$ cat config.mk
export PLATFORM = sky130hd
export DESIGN_NAME = snoop_req_initiator
export DESIGN_NICKNAME = d
export VERILOG_FILES = /design/src/rtl/snoop_req_initiator_pkg.sv /design/src/rtl/snoop_req_initiator.sv
export SDC_FILE = /design/constraint.sdc
export NUM_CORES = 1
export LEC_CHECK = 0
export CAP_MARGIN = 20
export CORE_AREA = 5 5 134 136
export DETAILED_ROUTE_END_ITERATION = 8
export DIE_AREA = 0 0 139 141
export DONT_BUFFER_PORTS = 1
export GPL_TIMING_DRIVEN = 0
export PLACE_DENSITY = 0.79
export SYNTH_ARGS = -nofsm -noshare
export SYNTH_HDL_FRONTEND = slang
export SYNTH_SLANG_ARGS = --single-unit
$ cat constraint.sdc
create_clock -name clk_i -period 2.59 [get_ports clk_i]
set_input_delay 0.3885 -clock clk_i [delete_from_list [all_inputs] [get_ports clk_i]]
set_output_delay 0.3885 -clock clk_i [all_outputs]
set_load 0.02 [all_outputs]
$ cat src/rtl/snoop_req_initiator_pkg.sv
// ============================================================================
// snoop_req_initiator_pkg : ACE snoop channel types and snoop FSM encoding
// Revision : 1.0
// ============================================================================
`default_nettype none

package snoop_req_initiator_pkg;

  localparam int unsigned DCACHE_LINE_WIDTH  = 128;
  localparam int unsigned DCACHE_BYTE_OFFSET = $clog2(DCACHE_LINE_WIDTH / 8);
  localparam int unsigned SNOOP_DATA_WIDTH   = 64;
  localparam int unsigned SNOOP_BEATS        = DCACHE_LINE_WIDTH / 64;

  typedef logic [3:0] acsnoop_t;

  localparam acsnoop_t SNP_READ_ONCE     = 4'b0000;
  localparam acsnoop_t SNP_READ_SHARED   = 4'b0001;
  localparam acsnoop_t SNP_READ_UNIQUE   = 4'b0111;
  localparam acsnoop_t SNP_CLEAN_INVALID = 4'b1001;
  localparam acsnoop_t SNP_MAKE_INVALID  = 4'b1101;

  // Bit order matches CRRESP[4:0]: DataTransfer is bit 0.
  typedef struct packed {
    logic WasUnique;
    logic IsShared;
    logic PassDirty;
    logic Error;
    logic DataTransfer;
  } crresp_t;

  typedef struct packed {
    logic [63:0] addr;
    acsnoop_t    snoop;
    logic [2:0]  prot;
  } ac_chan_t;

  typedef struct packed {
    logic [SNOOP_DATA_WIDTH-1:0] data;
    logic                        last;
  } cd_chan_t;

  typedef struct packed {
    logic     ac_valid;
    ac_chan_t ac;
    logic     cr_ready;
    logic     cd_ready;
  } snoop_req_t;

  typedef struct packed {
    logic     ac_ready;
    logic     cr_valid;
    crresp_t  cr_resp;
    logic     cd_valid;
    cd_chan_t cd;
  } snoop_resp_t;

  typedef enum logic [1:0] {
    IDLE    = 2'd0,
    SEND_AC = 2'd1,
    COLLECT = 2'd2,
    RESP    = 2'd3
  } snoop_state_e;

endpackage

`default_nettype wire

$ cat src/rtl/snoop_req_initiator.sv
// ============================================================================
// snoop_req_initiator : issues one AC snoop, collects CR response and CD line
// Revision : 1.0
// ============================================================================
`default_nettype none

module snoop_req_initiator
  import snoop_req_initiator_pkg::*;
#(
  parameter int unsigned LINE_WIDTH     = DCACHE_LINE_WIDTH,
  parameter int unsigned DATA_WIDTH     = SNOOP_DATA_WIDTH,
  parameter int unsigned TIMEOUT_CYCLES = 1024
) (
  input  logic                  clk_i,
  input  logic                  rst_ni,
  input  logic                  req_valid_i,
  output logic                  req_ready_o,
  input  logic [63:0]           req_addr_i,
  input  acsnoop_t              req_snoop_i,
  output snoop_req_t            snoop_port_o,
  input  snoop_resp_t           snoop_port_i,
  output logic                  resp_valid_o,
  input  logic                  resp_ready_i,
  output crresp_t               resp_cr_o,
  output logic [LINE_WIDTH-1:0] resp_data_o,
  output logic                  resp_err_o,
  output logic                  busy_o
);

  localparam int unsigned c_beats = LINE_WIDTH / DATA_WIDTH;
  localparam int unsigned c_bw    = $clog2(c_beats + 1);
  localparam int unsigned c_off   = $clog2(LINE_WIDTH / 8);
  localparam int unsigned c_tw    = (TIMEOUT_CYCLES > 1) ? $clog2(TIMEOUT_CYCLES) : 1;
  localparam logic [63:0] c_addr_mask = ~((64'd1 << c_off) - 64'd1);

  if ((LINE_WIDTH != c_beats * DATA_WIDTH) || (DATA_WIDTH != SNOOP_DATA_WIDTH)) begin : g_width_check
    $error("snoop_req_initiator: LINE_WIDTH must equal BEATS*DATA_WIDTH with 64-bit CD beats");
  end

  snoop_state_e          r_state, w_state_nxt;
  logic [63:0]           r_addr;
  acsnoop_t              r_snoop;
  crresp_t               r_cr;
  logic                  r_cr_got;
  logic [LINE_WIDTH-1:0] r_data;
  logic [c_bw-1:0]       r_beat_cnt;
  logic                  r_err;
  logic [c_tw-1:0]       r_to_cnt;

  logic            w_collect, w_cr_hs, w_cd_hs, w_cr_got_nxt;
  crresp_t         w_cr_nxt;
  logic [c_bw-1:0] w_beat_nxt;
  logic            w_done, w_timeout, w_last_bad, w_dt0_bad, w_err_set;

  assign w_collect    = (r_state == COLLECT);
  assign w_cr_hs      = w_collect && !r_cr_got && snoop_port_i.cr_valid;
  assign w_cd_hs      = w_collect && (r_beat_cnt < c_bw'(c_beats)) && snoop_port_i.cd_valid;
  assign w_cr_got_nxt = r_cr_got | w_cr_hs;
  assign w_cr_nxt     = w_cr_hs ? snoop_port_i.cr_resp : r_cr;
  assign w_beat_nxt   = r_beat_cnt + c_bw'(w_cd_hs);

  // Completion looks at this cycle's handshakes so the result registers immediately.
  assign w_done     = w_cr_got_nxt && (!w_cr_nxt.DataTransfer || (w_beat_nxt == c_bw'(c_beats)));
  assign w_timeout  = (TIMEOUT_CYCLES != 0) && (r_to_cnt == c_tw'(TIMEOUT_CYCLES - 1));
  assign w_last_bad = w_cd_hs && (snoop_port_i.cd.last != (r_beat_cnt == c_bw'(c_beats - 1)));
  assign w_dt0_bad  = w_cr_got_nxt && !w_cr_nxt.DataTransfer && (w_beat_nxt != '0);
  assign w_err_set  = w_last_bad | w_dt0_bad | (w_cr_hs & snoop_port_i.cr_resp.Error)
                    | (w_timeout & !w_done);

  always_ff @(posedge clk_i or negedge rst_ni) begin
    if (!rst_ni) begin
      r_state <= IDLE;
    end else begin
      r_state <= w_state_nxt;
    end
  end

  always_comb begin
    w_state_nxt           = r_state;
    req_ready_o           = 1'b0;
    resp_valid_o          = 1'b0;
    snoop_port_o          = '0;
    snoop_port_o.ac.addr  = r_addr;
    snoop_port_o.ac.snoop = r_snoop;
    case (r_state)
      IDLE: begin
        req_ready_o = 1'b1;
        if (req_valid_i) w_state_nxt = SEND_AC;
      end
      SEND_AC: begin
        snoop_port_o.ac_valid = 1'b1;
        if (snoop_port_i.ac_ready) w_state_nxt = COLLECT;
      end
      COLLECT: begin
        snoop_port_o.cr_ready = !r_cr_got;
        snoop_port_o.cd_ready = (r_beat_cnt < c_bw'(c_beats));
        if (w_done || w_timeout) w_state_nxt = RESP;
      end
      RESP: begin
        resp_valid_o = 1'b1;
        if (resp_ready_i) w_state_nxt = IDLE;
      end
      default: w_state_nxt = IDLE;
    endcase
  end

  always_ff @(posedge clk_i or negedge rst_ni) begin
    if (!rst_ni) begin
      r_addr     <= '0;
      r_snoop    <= '0;
      r_cr       <= '0;
      r_cr_got   <= 1'b0;
      r_data     <= '0;
      r_beat_cnt <= '0;
      r_err      <= 1'b0;
      r_to_cnt   <= '0;
    end else begin
      if ((r_state == IDLE) && req_valid_i) begin
        r_addr     <= req_addr_i & c_addr_mask;
        r_snoop    <= req_snoop_i;
        r_cr       <= '0;
        r_cr_got   <= 1'b0;
        r_data     <= '0;
        r_beat_cnt <= '0;
        r_err      <= 1'b0;
      end
      if (w_collect) begin
        r_cr       <= w_cr_nxt;
        r_cr_got   <= w_cr_got_nxt;
        r_beat_cnt <= w_beat_nxt;
        for (int b = 0; b < int'(c_beats); b++) begin
          if (w_cd_hs && (r_beat_cnt == c_bw'(b))) begin
            r_data[b*DATA_WIDTH +: DATA_WIDTH] <= snoop_port_i.cd.data;
          end
        end
        if (w_err_set) r_err <= 1'b1;
        r_to_cnt <= (w_done || w_timeout) ? '0 : r_to_cnt + c_tw'(1);
      end else begin
        r_to_cnt <= '0;
      end
    end
  end

  assign resp_cr_o   = r_cr;
  assign resp_data_o = r_data;
  assign resp_err_o  = r_err;
  assign busy_o      = (r_state != IDLE);

endmodule

`default_nettype wire

==> run metrics <==
status=finished with violations; failing checks=hold timing; Reg-to-Reg Start=r_state[0]$_DFFE_PN0P_; VDD IR-drop max=between 0.7 and 0.8 mV; largest net degree at the start of global routing=approximately 210; synthesized area per cell=about 11 um^2; first-pass GRT wire length=approximately 38,000 um; highest routing layer actually used=met4; Slew headroom=roughly three fifths; Placed Cells=between 1,000 and 1,500; GPL Wtd Cong=0.8427; count of max-cap constraint violations=0; htree depth=1; # clock sinks=approximately 210; share of cells above drive strength 1=approximately 18%; power per cell area=about 1400 nW/um^2; Root Buffer=clkbuf_16; RSZ-0062 raised after global routing=false; Crit. End Element=flip-flop; worst slew pin tran=slightly below 0.6 ns; drt total wl=about 24,000 um; clock slew at reported path FFs=0.06 ns; mapped cell area=8688 um^2; Final period util=between 90% and 100%; critical-path maximum fanout=9; vias=6,284; CP Launch Point=r_state[0]$_DFFE_PN0P_; Post-synth EDFFs=0; Worst Slack Setup Final=0.1346 ns; Netlist cell types=36; I/O pins=between 300 and 400; hold slack=-0.4014 ns; # setup viols final=0; wire length on met2=12,120 um; initial antenna violation count=0; Post-DP Area=roughly 9000 um^2; design area=roughly 10,000 um^2; dominant synthesized flop cell=dfrtp_1; Final #Nets=slightly above 1,000; fin crit period=approximately 2.5 ns; Iteration-0 DRC Markers=366; Final Hold Vio Count=213; post-DP HPWL=around 17,000 um; P_sw=about 6 mW; FF-to-FF path depth=11; worst reg-to-reg setup slack=0.13 ns; DR vias/cell=~5.6; CTS Buf Count=22; Worst Setup EP=r_state[1]$_DFFE_PN0P_; diode count=0; CTS tree=done; Layout Cells excl Fill=1,125; Die Area=roughly 20,000 um^2; Rows=between 40 and 50; clk buf depth=3; Worst-Skew Late Latency=about 0.50 ns; fmax=between 400 and 500 MHz; Layout Utilization=around three fifths; WL/cell=roughly 21 um; core area=between 15,000 and 20,000 um^2; 1st-pass router iterations=5; total negative slack=0 ns; switching portion of total power=between 40% and 50%; reg2reg end=r_state[1]$_DFFE_PN0P_; DR WL met3=roughly 2600 um; most frequent cells after synthesis=261 x nand2_1, 213 x dfrtp_1, 112 x o21ai_0; CP startpoint kind=flip-flop; Clock Power Share=about 22%; top post-synthesis cells by area=dfrtp_1 61%, nand2_1 11%, mux2_2 8.3%; Seq cells post-synth=213; vias in the first global route=6,553; Hold Crit Class=input pin to asynchronous set/reset pin; Synth area leader=dfrtp_1; Die Y=141 um; GRT Resource Usage Total=a little under a quarter; CP Data Arrival Time=around 2.8 ns; Seq/Total Area, Yosys=between 60% and 70%; Overflow after GRT=0; Port Buffer Count=0; WP data required=about 3.0 ns; Comb pwr share=21.1%; internal power=8.024 mW; critical path class=flip-flop to flip-flop; Max Slew Vio Count=0; Die X-Extent=139 um; Design Power=13.95 mW; Worst Skew=0.02418 ns; Residual DRC=0; asr flop ratio synth=100.0%; Seq pwr share=56.6%; final antenna-violating net count=0; LEAKAGE=~4.6 nW; Layout area overhead=16.33%; synthesis warning total=0; metal1 wirelength=between 8000 and 9000 um; Initial Util=51.67%; Synth top area share=61.35%; top-count cell post-synth=nand2_1; Mapped Cells=816; worst slack, placed=0.03064 ns
power by group through the flow:
| stage | combinational [mW] | clock (mW) | sequential, mW |
|---|---|---|---|
| final | 2.94 | 3.12 | 7.89 |
| after global routing | 3.33 | 3.34 | 8.06 |
| after CTS | 2.87 | 3.17 | 7.92 |
| after detailed placement | 2.82 | 0 | 7.95 |
| after global placement | 2.66 | 0 | 7.91 |
| after floorplan | 2.26 | 0 | 7.40 |
worst min path at each step:
stage	to	slack [ns]	cells past startpoint
6_report	r_addr[9]$_DFFE_PN0P_	-0.40	0
5_1_grt	resp_data_o[15]$_DFF_PN0_	-0.43	0
4_1_cts	resp_data_o[3]$_DFF_PN0_	-0.44	0
3_5_place_dp	r_addr[10]$_DFFE_PN0P_	0.1	0
3_3_place_gp	r_addr[8]$_DFFE_PN0P_	0.1	0
2_1_floorplan	r_addr[10]$_DFFE_PN0P_	0.09	0
state kept, by name, summed over array words and instances (netlist names):
| signal | count |
|---|---|
| r_addr | 60 |
| r_beat_cnt | 2 |
| r_cr_got | 1 |
| r_snoop | 4 |
| r_state | 2 |
| r_to_cnt | 10 |
| resp_cr_o | 5 |
| resp_data_o | 128 |
| resp_err_o | 1 |
kinds of logic (layout without fill, tap and decap cells):
family,after synthesis,in the layout,share of synthesized area [%]
AO/OA/AOI/OAI,149,149,9.332
buffers and inverters,67,145,4.335
flip-flops,213,213,61.35
multiplexers,70,70,9.044
AND/OR/NAND/NOR,299,299,13.88
other,1,7,0.04316
adder cells (fa/ha/maj),7,7,1.008
XOR/XNOR,10,10,1.008
metal layers:
metal,global-route usage [%],vias to the layer above
li1,-,2802
met1,28.79,3089
met2,40.42,343
met3,7.938,50
met4,7.724,0
met5,0,-
layout by cell type, fill, tap and decap left out, types with 2 or more instances in the layout:
master | synthesis | layout
nor2_1 | 16 | 16
dfrtp_1 | 213 | 213
clkbuf_8 | 0 | 5
buf_8 | 3 | 3
nor2b_4 | 3 | 3
conb_1 | 1 | 7
clkbuf_16 | 0 | 23
buf_6 | 3 | 4
buf_4 | 12 | 18
inv_1 | 7 | 6
nand2b_1 | 3 | 3
dlygate4sd3_1 | 0 | 33
nand3_1 | 10 | 10
ha_1 | 7 | 6
clkbuf_2 | 4 | 6
xor2_1 | 8 | 7
mux2i_1 | 5 | 5
o21ai_2 | 8 | 8
o211ai_1 | 2 | 2
xnor2_1 | 2 | 2
clkinv_2 | 0 | 3
buf_2 | 15 | 15
o21ai_1 | 19 | 19
clkbuf_1 | 23 | 26
mux2_2 | 64 | 64
nand2_1 | 261 | 261
o21ai_0 | 112 | 112
and4_1 | 2 | 2
a21oi_1 | 2 | 2
final cells by class:
cell class | instances | area (um^2)
inverter | 7 | 26.28
tap | 225 | 281.5
clock buffer | 33 | 663.1
multi-input combinational | 542 | 3014
sequential | 213 | 5330
buffer | 60 | 356.6
fill | 1326 | 6709
clock inverter | 5 | 52.55
timing repair buffer | 40 | 382.9
worst max-delay path: stages (launching register included):
cell,delay (ns)
dfrtp_1,0.42
inv_2,0.09
ha_1,0.17
buf_6,0.14
nor2b_4,0.24
and2_4,0.19
ha_2,0.19
xor2_2,0.14
o211ai_1,0.18
nand3_4,0.12
nor2b_4,0.16
mux2_4,0.30
repair_timing:
action / CTS / global route
endpoints found under the setup margin: 0 / 42
setup buffers: 0 / 7
endpoints found under the hold margin: 258 / 214
hold buffers: 32 / 1
resized for setup: 0 / 8
No activity file was read; power rests on OpenSTA's default activity.
